[config.mk]
export PLATFORM = sky130hd
export DESIGN_NAME = clk_en_gen_multi
export DESIGN_NICKNAME = d
export VERILOG_FILES = /design/src/rtl/clk_en_gen_multi.sv
export SDC_FILE = /design/constraint.sdc
export NUM_CORES = 1
export LEC_CHECK = 0
export BUFFER_PORTS_ARGS = -buffer_cell sky130_fd_sc_hd__buf_2
export CAP_MARGIN = 20
export CORE_MARGIN = 2
export CORE_UTILIZATION = 55
export CTS_CLUSTER_SIZE = 10
export DETAILED_ROUTE_END_ITERATION = 10
export PLACE_DENSITY = 0.71
export SLEW_MARGIN = 20
export SYNTH_ARGS = -nofsm -noshare
export SYNTH_HDL_FRONTEND = slang
export SYNTH_SLANG_ARGS = --single-unit
[constraint.sdc]
create_clock -name clk_in -period 13.5 [get_ports clk_in]
set_clock_uncertainty 0.2 [all_clocks]
set_input_delay 0.675 -clock clk_in [delete_from_list [all_inputs] [get_ports clk_in]]
set_output_delay 0.675 -clock clk_in [all_outputs]
set_load 0.02 [all_outputs]
[src/rtl/clk_en_gen_multi.sv]
// Multi-channel programmable clock-enable generator: per-channel strobe or divided level
// with phase offset, shadowed reconfiguration committed on period boundaries, and global sync.
module clk_en_gen_multi #(
    parameter int NCH         = 4,
    parameter int CNT_W       = 16,
    parameter int DEFAULT_DIV = 16,
    localparam int CH_W       = (NCH > 1) ? $clog2(NCH) : 1
) (
    input  logic             clk_in,
    input  logic             rst_n,
    input  logic             run,
    input  logic             sync,
    input  logic             cfg_valid,
    output logic             cfg_ready,
    input  logic [CH_W-1:0]  cfg_ch,
    input  logic [CNT_W-1:0] cfg_div,
    input  logic [CNT_W-1:0] cfg_phase,
    input  logic             cfg_mode,
    output logic [NCH-1:0]   en,
    output logic [NCH-1:0]   pend
);

    localparam logic [CNT_W-1:0] ONE     = CNT_W'(1);
    localparam logic [CNT_W-1:0] DEF_DIV = CNT_W'(DEFAULT_DIV);

    logic           run_q;
    logic           cfg_accept;
    logic [NCH-1:0] wr_sel;

    always_ff @(posedge clk_in or negedge rst_n) begin
        if (!rst_n) begin
            run_q <= 1'b0;
        end else begin
            run_q <= run;
        end
    end

    // Channel numbers beyond NCH never stall and decode to no channel, so they are dropped.
    always_comb begin
        cfg_ready = 1'b1;
        for (int k = 0; k < NCH; k++) begin
            if (cfg_ch == CH_W'(k)) begin
                cfg_ready = ~pend[k];
            end
        end
    end

    assign cfg_accept = cfg_valid & cfg_ready;

    always_comb begin
        wr_sel = '0;
        for (int k = 0; k < NCH; k++) begin
            if (cfg_accept && (cfg_ch == CH_W'(k))) begin
                wr_sel[k] = 1'b1;
            end
        end
    end

    genvar i;
    for (i = 0; i < NCH; i++) begin : g_ch
        logic [CNT_W-1:0] cnt;
        logic [CNT_W-1:0] div;
        logic [CNT_W-1:0] phase;
        logic             mode;
        logic [CNT_W-1:0] sh_div;
        logic [CNT_W-1:0] sh_phase;
        logic             sh_mode;
        logic             pend_q;

        logic [CNT_W-1:0] n_cur;
        logic [CNT_W-1:0] div_nx;
        logic [CNT_W-1:0] phase_nx;
        logic [CNT_W-1:0] n_new;
        logic [CNT_W-1:0] load_val;
        logic             last;
        logic             commit;
        logic [CNT_W:0]   half;

        // Load value uses the config that will be live next cycle, so a commit and a sync agree.
        always_comb begin
            n_cur    = (div == '0) ? ONE : div;
            last     = (cnt == n_cur - ONE);
            commit   = pend_q & (~run_q | last);
            div_nx   = commit ? sh_div : div;
            phase_nx = commit ? sh_phase : phase;
            n_new    = (div_nx == '0) ? ONE : div_nx;
            load_val = (phase_nx < n_new) ? phase_nx : '0;
            half     = ({1'b0, n_cur} + (CNT_W+1)'(1)) >> 1;
        end

        always_ff @(posedge clk_in or negedge rst_n) begin
            if (!rst_n) begin
                cnt      <= '0;
                div      <= DEF_DIV;
                phase    <= '0;
                mode     <= 1'b0;
                sh_div   <= '0;
                sh_phase <= '0;
                sh_mode  <= 1'b0;
                pend_q   <= 1'b0;
            end else begin
                if (sync || commit) begin
                    cnt <= load_val;
                end else if (run_q) begin
                    cnt <= last ? '0 : cnt + ONE;
                end

                if (commit) begin
                    div    <= sh_div;
                    phase  <= sh_phase;
                    mode   <= sh_mode;
                    pend_q <= 1'b0;
                end else if (wr_sel[i]) begin
                    sh_div   <= cfg_div;
                    sh_phase <= cfg_phase;
                    sh_mode  <= cfg_mode;
                    pend_q   <= 1'b1;
                end
            end
        end

        assign en[i]   = run_q & (mode ? ({1'b0, cnt} < half) : (cnt == '0));
        assign pend[i] = pend_q;
    end

endmodule

==> results.json, run 1 <==
{
  "synth-edff-count": 0,
  "p_leak_uw": 0.00995,
  "tritoncts": "built",
  "yosys.area_share.simple_pct": 14.3,
  "hold_violations": 0,
  "min_period_ns": 7.10,
  "synthXorXnorAreaFrac_pct": 5.60,
  "r2r-end": "g_ch[1].cnt[4]$_DFFE_PN0P_",
  "htree_levels": 2,
  "startpoint": "g_ch[1].div[9]$_DFF_PN0_",
  "utilization_pct": 60.8,
  "design.core.area_mm2": 0.0368,
  "crit_type": "flip-flop to flip-flop",
  "crit_cells": 21,
  "antenna_found_initial": 4,
  "grt_usage_pct": 29.1,
  "drc": 0,
  "synth_area_mm2": 0.0206,
  "fillers": 3062,
  "end_kind": "flip-flop",
  "clock_latency_ns": 0.54,
  "cts_setup_buffers": 0,
  "grt_pass1_vias": 16100,
  "route.vias.total": 16000,
  "num_rows": 70,
  "synth_compound_area_share_pct": 13.0,
  "tightest_slew_ns": 1.04,
  "cts_inserted_buffers": 40,
  "drv_cap": 0,
  "use_met2_pct": 47.3,
  "start_util_pct": 56.1,
  "crit_top_cell": "a21o_1",
  "muxShareOfSynthArea_pct": 14.0,
  "synth.area.top_cells": "dfrtp_1 (40%), mux2_2 (12%), ha_1 (8.0%)",
  "power.density_mw_per_mm2": 235,
  "syn-num-nets": 2215,
  "postCtsHoldBufs": 0,
  "critPathMaxFanout": 37,
  "die_y_um": 198,
  "start_kind": "flip-flop",
  "slew_violations": 0,
  "synth_top_area_share_pct": 39.9,
  "cts_buffer_depth": 3,
  "use_met1_pct": 40.0,
  "clkSinkCount": 333,
  "ys_seq_elements": 333,
  "yosys.area_share.adder_pct": 8.00,
  "ys.flop_type": "dfrtp_1",
  "root_buffer": "clkbuf_16",
  "routed_wl_um": 55700,
  "r2r.worst_path.cells": 21,
  "reg2reg_from": "g_ch[1].div[9]$_DFF_PN0_",
  "port_buffers": 48,
  "crit_buf_inv": 2,
  "gr-usage-met3_pct": 4.46,
  "wl_per_cell_um": 21.9,
  "setup_viol": 0,
  "firstDrtPassIters": 5,
  "async_flop_share_pct": 100,
  "crit_path_top_delay_cell": "nor4_2",
  "grt_pass1_wl_um": 89100,
  "avgViaCountPerCell": 6.30,
  "fmax_mhz": 141,
  "dp_hpwl_um": 40400,
  "die-area_mm2": 0.0391,
  "synthesis.instances": 2043,
  "status": "completed",
  "synth_area_per_cell_um2": 10.1,
  "synth_top_family_by_area": "simple AND/OR/NAND/NOR gates",
  "io_pins": 49,
  "post_cts_resized": 0,
  "ant_nets": 0,
  "cp_cell_sequence": "nor4_2 -> a41oi_1 -> ha_1 -> or3_1 -> a31oi_1 -> nand2_1 -> or4_1 -> o41ai_2 -> buf_4 -> mux2i_1 -> inv_1 -> ha_1 -> a21o_1 -> a21o_1 -> a21o_1 -> a21o_1 -> a211o_1 -> o211ai_1 -> o211ai_1 -> nand3b_1 -> o221ai_1",
  "area_growth_pct": 8.33,
  "critPathArrivalTime_ns": 7.33,
  "drive_gt1_share_pct": 17.6,
  "nets": 2209,
  "clk_pin_slew_worst_paths_ns": 0.06,
  "synth_area_leader_cell": "dfrtp_1",
  "fin_setup_tns_ns": 0,
  "drt-initial-drc-count": 1223,
  "cp-endpoint": "g_ch[1].cnt[4]$_DFFE_PN0P_",
  "gp_congestion": 0.944,
  "ir_drop_mv": 0.131,
  "worstPathRequired_ns": 13.73,
  "top_usage_layer": "met2",
  "rrSetupSlack_ns": 6.40,
  "dieWidth_um": 198,
  "rsz0062_at_grt": "no",
  "fin_crit_sh_pct": 52.6,
  "relSlewSlack_pct": 29.9,
  "cp_top_family": "compound AO/OA/AOI/OAI gates",
  "synth_seq_area_share_pct": 40.4,
  "cpPeakStageDelay_ns": 0.68,
  "synth_warnings": 0,
  "grt_max_degree": 120,
  "hold_class": "input pin to asynchronous set/reset pin",
  "grt_overflow": 0,
  "ys_types": 76
}
[per-layer routing]
layer / share of wire (%) / routed length (um)
met2: 46 / 25700
met5: 0 / 0
met3: 7.1 / 3940
met4: 3.2 / 1780
met1: 44 / 24300
[power by group]
part / switching [uW] / total [uW] / leakage [uW] / internal [uW]
Sequential: 587 / 1980 / 0.00403 / 1400
Combinational: 1180 / 2270 / 0.00536 / 1090
Clock: 416 / 990 / 0.000559 / 574
Total: 2190 / 5250 / 0.00995 / 3060
[sequential cells by signal, summed over array words and instances (netlist names)]
signal / cells
g_ch.cnt: 64
g_ch.sh_mode: 4
g_ch.div: 64
run_q: 1
g_ch.sh_div: 64
g_ch.pend_q: 4
g_ch.phase: 64
g_ch.sh_phase: 64
g_ch.mode: 4
[worst min-delay path by stage]
stage / from / to / slack [ns] / cells after the start
6_report: rst_n / g_ch[0].div[3]$_DFF_PN0_ / 0.005 / 1
5_1_grt: run / run_q$_DFF_PN0_ / 0.04 / 1
4_1_cts: run / run_q$_DFF_PN0_ / 0.03 / 1
3_5_place_dp: g_ch[3].sh_mode$_DFFE_PN0P_ / g_ch[3].sh_mode$_DFFE_PN0P_ / 0.29 / 1
3_3_place_gp: g_ch[3].sh_phase[12]$_DFFE_PN0P_ / g_ch[3].sh_phase[12]$_DFFE_PN0P_ / 0.28 / 1
2_1_floorplan: rst_n / g_ch[0].cnt[0]$_DFFE_PN0P_ / 0.18 / 0
[placed cells by master (no fill, tap or decap), types with 28 or more instances in the layout]
master | Yosys | final
inv_1 | 131 | 131
and3_1 | 46 | 46
o31ai_1 | 28 | 28
clkbuf_1 | 86 | 28
o21ai_0 | 65 | 65
nor2_1 | 91 | 91
clkbuf_16 | 0 | 41
ha_1 | 132 | 132
a21o_1 | 53 | 53
a21oi_1 | 56 | 54
xnor2_1 | 80 | 80
nand3_1 | 48 | 48
buf_2 | 13 | 47
mux2i_1 | 48 | 48
mux2_2 | 214 | 214
dfrtp_1 | 329 | 329
nor4_1 | 39 | 39
nand2_1 | 145 | 145
xor2_1 | 52 | 52
nor3_1 | 46 | 45
[per-stage QoR]
step                worst slack [ns]  hold WS [ns]  std cells  total power [uW]  area (um2)
floorplan                       7.33         0.179       2043              3560       20600
global placement                6.53         0.282       2463              4130       21200
detailed placement              6.49         0.289       2463              4230       21200
CTS                             6.46        0.0309       2537              5240       22300
global route                    5.98        0.0373       2537              5650       22300
finish                          6.40       0.00545       2539              5250       22400
[cell families after synthesis]
group                    after synthesis
AO/OA/AOI/OAI                        379
buffers and inverters                246
flip-flops                           333
adder cells (fa/ha/maj)              132
XOR/XNOR                             132
AND/OR/NAND/NOR                      559
multiplexers                         262
[cell type report]
type / count / area, um2 / area share (%)
clock inverters: 4 / 30.0 / 0.134
repair buffers: 67 / 397 / 1.77
clock buffers: 70 / 1140 / 5.12
multi-input cells: 1464 / 11400 / 50.8
flip-flops and latches: 333 / 8340 / 37.3
diodes: 2 / 5.00 / 0.0224
well taps: 468 / 586 / 2.62
inverters: 131 / 492 / 2.20
[synthesized netlist by cell type, types with 8 or more instances]
| library cell | count |
|---|---|
| nand3_1 | 48 |
| o21ai_0 | 65 |
| a21oi_1 | 56 |
| mux2_2 | 214 |
| inv_1 | 131 |
| o21a_1 | 12 |
| o31ai_1 | 28 |
| dfrtp_1 | 329 |
| nor3_1 | 46 |
| buf_2 | 13 |
| or3_1 | 17 |
| nand2_1 | 145 |
| nor2_1 | 91 |
| nand2b_1 | 9 |
| xor2_1 | 52 |
| nor4_1 | 39 |
| mux2i_1 | 48 |
| clkbuf_1 | 86 |
| o211ai_1 | 14 |
| o22ai_1 | 8 |
| a211oi_1 | 18 |
| o221ai_1 | 19 |
| nor2b_1 | 11 |
| and3_1 | 46 |
| a21o_1 | 53 |
| and4_1 | 10 |
| a31oi_1 | 20 |
| a2111oi_0 | 9 |
| nor3b_1 | 9 |
| nand4_1 | 25 |
| o2bb2ai_1 | 15 |
| o211a_1 | 12 |
| or4_1 | 14 |
| buf_1 | 8 |
| xnor2_1 | 80 |
| ha_1 | 132 |
No activity file was read; power rests on OpenSTA's default activity.
==> run 2: changes to the inputs <==
Settings changed: ABC_AREA set to 1, PLACE_DENSITY 0.71 to 0.74.
Clock period 13.5 ns to 6.34 ns, I/O delays scaled along.
==> run 2 against run 1 <==
  * The run now ends with negative hold slack left
  * Power increased to 2.6 times the previous value
  * Clock power is 110% higher
  * Global-route usage is 0.56 points higher
  * Final area grew 7.8%
  * Area after synthesis increased by 8.0%
  * Core utilization is 0.39 points lower
  * Combinational power rose to 3.3 times the previous value
  * Wire length increased by 9.2%
  * Final cell count increased by 40%
  * Setup slack lost 5.9 ns
  * Critical path depth is 9 higher
  * Critical endpoint is now g_ch[2].cnt[12]$_DFFE_PN0P_
  * Largest cell class unchanged
==> results.json, run 2 <==
{
  "die-area_mm2": 0.0422,
  "avgViaCountPerCell": 5.50,
  "highest_layer": "met4",
  "p_leak_uw": 0.0120,
  "synth_area_per_cell_um2": 7.44,
  "fmax_mhz": 173,
  "ir_drop_mv": 0.287,
  "worstPathRequired_ns": 6.60,
  "clk_pin_slew_worst_paths_ns": 0.06,
  "grt_pass1_wl_um": 99700,
  "dieWidth_um": 205,
  "grt_overflow": 0,
  "hold_end": "g_ch[3].sh_div[0]$_DFFE_PN0P_",
  "synth_top_area_share_pct": 36.9,
  "start_kind": "flip-flop",
  "wl_met1_um": 26900,
  "relSlewSlack_pct": 26.8,
  "synth_area_mm2": 0.0223,
  "route.vias.total": 19500,
  "fin_hold_ws_ns": -0.00410,
  "cts_inserted_buffers": 40,
  "synth_most_common_cell": "nand2_1",
  "nets": 3167,
  "firstDrtPassIters": 6,
  "tightest_slew_ns": 1.10,
  "crit_path_top_delay_cell": "o221a_2",
  "area_growth_pct": 8.09,
  "design.core.area_mm2": 0.0399,
  "slew_violations": 0,
  "synth-edff-count": 0,
  "layout_commonest_cell": "nand2_1",
  "synth.area.top_cells": "dfrtp_1 (37%), nand2_1 (11%), ha_1 (7.4%)",
  "fin_setup_tns_ns": 0,
  "drv_cap": 0,
  "crit_type": "flip-flop to flip-flop",
  "drc": 0,
  "crit_buf_inv": 4,
  "io_pins": 49,
  "routed_wl_um": 60800,
  "synth_seq_area_share_pct": 37.4,
  "drt-initial-drc-count": 1388,
  "setup_ws_ns": 0.554,
  "critPathMaxFanout": 36,
  "end_kind": "flip-flop",
  "synth_common_cells": "nand2_1 (668), inv_1 (398), nor2_1 (347), dfrtp_1 (329), o21ai_0 (253)",
  "power.density_mw_per_mm2": 575,
  "dr_wl_met3_um": 3370,
  "r2r.worst_path.cells": 30,
  "tritoncts": "built",
  "violations": "negative hold slack",
  "die_y_um": 205,
  "num_rows": 73,
  "holdPathStages": 3,
  "dp_hpwl_um": 44600,
  "clock_latency_ns": 0.54,
  "htree_levels": 2,
  "post-place-ws_ns": 0.603,
  "wl_per_cell_um": 17.2,
  "async_flop_share_pct": 100,
  "min_period_ns": 5.79,
  "ys_types": 57,
  "status": "complete, but fails checks",
  "layout_common_cells": "nand2_1 (668), inv_1 (397), nor2_1 (347)",
  "hp-start": "cfg_div[0]",
  "crit_top_cell": "nand2_1",
  "port_buffers": 48,
  "start_util_pct": 55.9,
  "setup_viol": 0,
  "grt_max_degree": 189,
  "critPathArrivalTime_ns": 6.04,
  "dp_cells": 3465,
  "wl_met2_um": 28600,
  "root_buffer": "clkbuf_16",
  "r2r-end": "g_ch[2].cnt[12]$_DFFE_PN0P_",
  "ys.flop_type": "dfrtp_1",
  "syn-num-nets": 3167,
  "reg2reg_from": "g_ch[2].div[7]$_DFF_PN0_",
  "clkSinkCount": 333,
  "cpPeakStageDelay_ns": 0.56,
  "fin_crit_sh_pct": 91.3,
  "antenna_found_initial": 5,
  "cts_buffer_depth": 3,
  "gp_congestion": 0.958,
  "ys_seq_elements": 333,
  "drive_gt1_share_pct": 11.5,
  "rrSetupSlack_ns": 0.55,
  "synth_area_leader_cell": "dfrtp_1",
  "final_cells": 3545,
  "synth_warnings": 0,
  "grt_usage_pct": 29.7,
  "hold_violations": 1,
  "ant_nets": 0,
  "grt_pass1_vias": 19300,
  "hold_class": "input pin to flip-flop",
  "rsz0062_at_grt": "no",
  "synthesis.instances": 2995,
  "cp_top_family": "simple AND/OR/NAND/NOR gates",
  "cts_setup_buffers": 0
}
## run 2: cell type report
class	count	area, um2
sequential	333	8340
inverter	410	1540
antenna	3	7.51
clock buffer	60	1130
fill	3570	15800
multi-input combinational	2139	11900
tap	525	657
clock inverter	4	30.0
timing repair buffer	71	485
## run 2: kinds of logic (layout without fill, tap and decap cells)
group | count (synthesis) | after routing | share of synthesized area, %
fa+ha+maj | 132 | 132 | 7.41
other cells | 0 | 3 | 0
simple gates | 1450 | 1450 | 29.5
xor+xnor | 119 | 119 | 4.89
compound gates | 438 | 438 | 11.3
flops | 333 | 333 | 37.4
buf+inv | 523 | 545 | 9.50
## run 2: report_power, final
part	total [uW]	internal [uW]	leakage, uW	switching [uW]
sequential	4300	3120	0.00409	1180
combinational	7460	2870	0.00731	4590
clock	2110	1220	0.000559	887
## run 2: worst register-to-register path, delay by kind of cell, from the launching register on
kind            cells  cell delay (ns)
compound gates      6             1.53
fa+ha+maj           2             0.47
buf+inv             4             0.71
flops               1             0.49
simple gates       18             2.29
## run 2: how the worst max path moves through the flow
stage	start	end	slack, ns	cells past startpoint
final	g_ch[2].div[7]$_DFF_PN0_	g_ch[2].cnt[12]$_DFFE_PN0P_	0.55	30
after global routing	g_ch[2].div[9]$_DFF_PN0_	g_ch[2].cnt[12]$_DFFE_PN0P_	0.03	28
after CTS	g_ch[3].div[4]$_DFF_PN1_	g_ch[3].cnt[4]$_DFFE_PN0P_	0.58	30
after detailed placement	g_ch[3].div[4]$_DFF_PN1_	g_ch[3].cnt[4]$_DFFE_PN0P_	0.60	30
after global placement	g_ch[2].div[4]$_DFF_PN1_	g_ch[2].cnt[8]$_DFFE_PN0P_	0.74	26
after floorplan	g_ch[1].div[4]$_DFF_PN1_	g_ch[1].cnt[10]$_DFFE_PN0P_	1.50	35
## run 2: per-layer routing
layer / global-route usage (%) / up-vias
li1: - / 9554
met2: 49.9 / 542
met5: 0 / -
met4: 9.82 / 0
met1: 40.0 / 9270
met3: 3.61 / 121
## run 2: repair_timing
item                       CTS  global route
hold endpoints to repair   102             0
hold buffers                12             0
gates resized for setup      0             2
setup endpoints to repair    0            13
## run 2: metrics by stage
step / util [%] / area (um2) / power, uW
5_1_grt: 60.4 / 24100 / 15200
6_report: 60.4 / 24100 / 13900
3_5_place_dp: 57.0 / 22700 / 11600
2_1_floorplan: - / 22300 / 9790
3_3_place_gp: 57.0 / 22700 / 11400
4_1_cts: 60.2 / 24000 / 13800
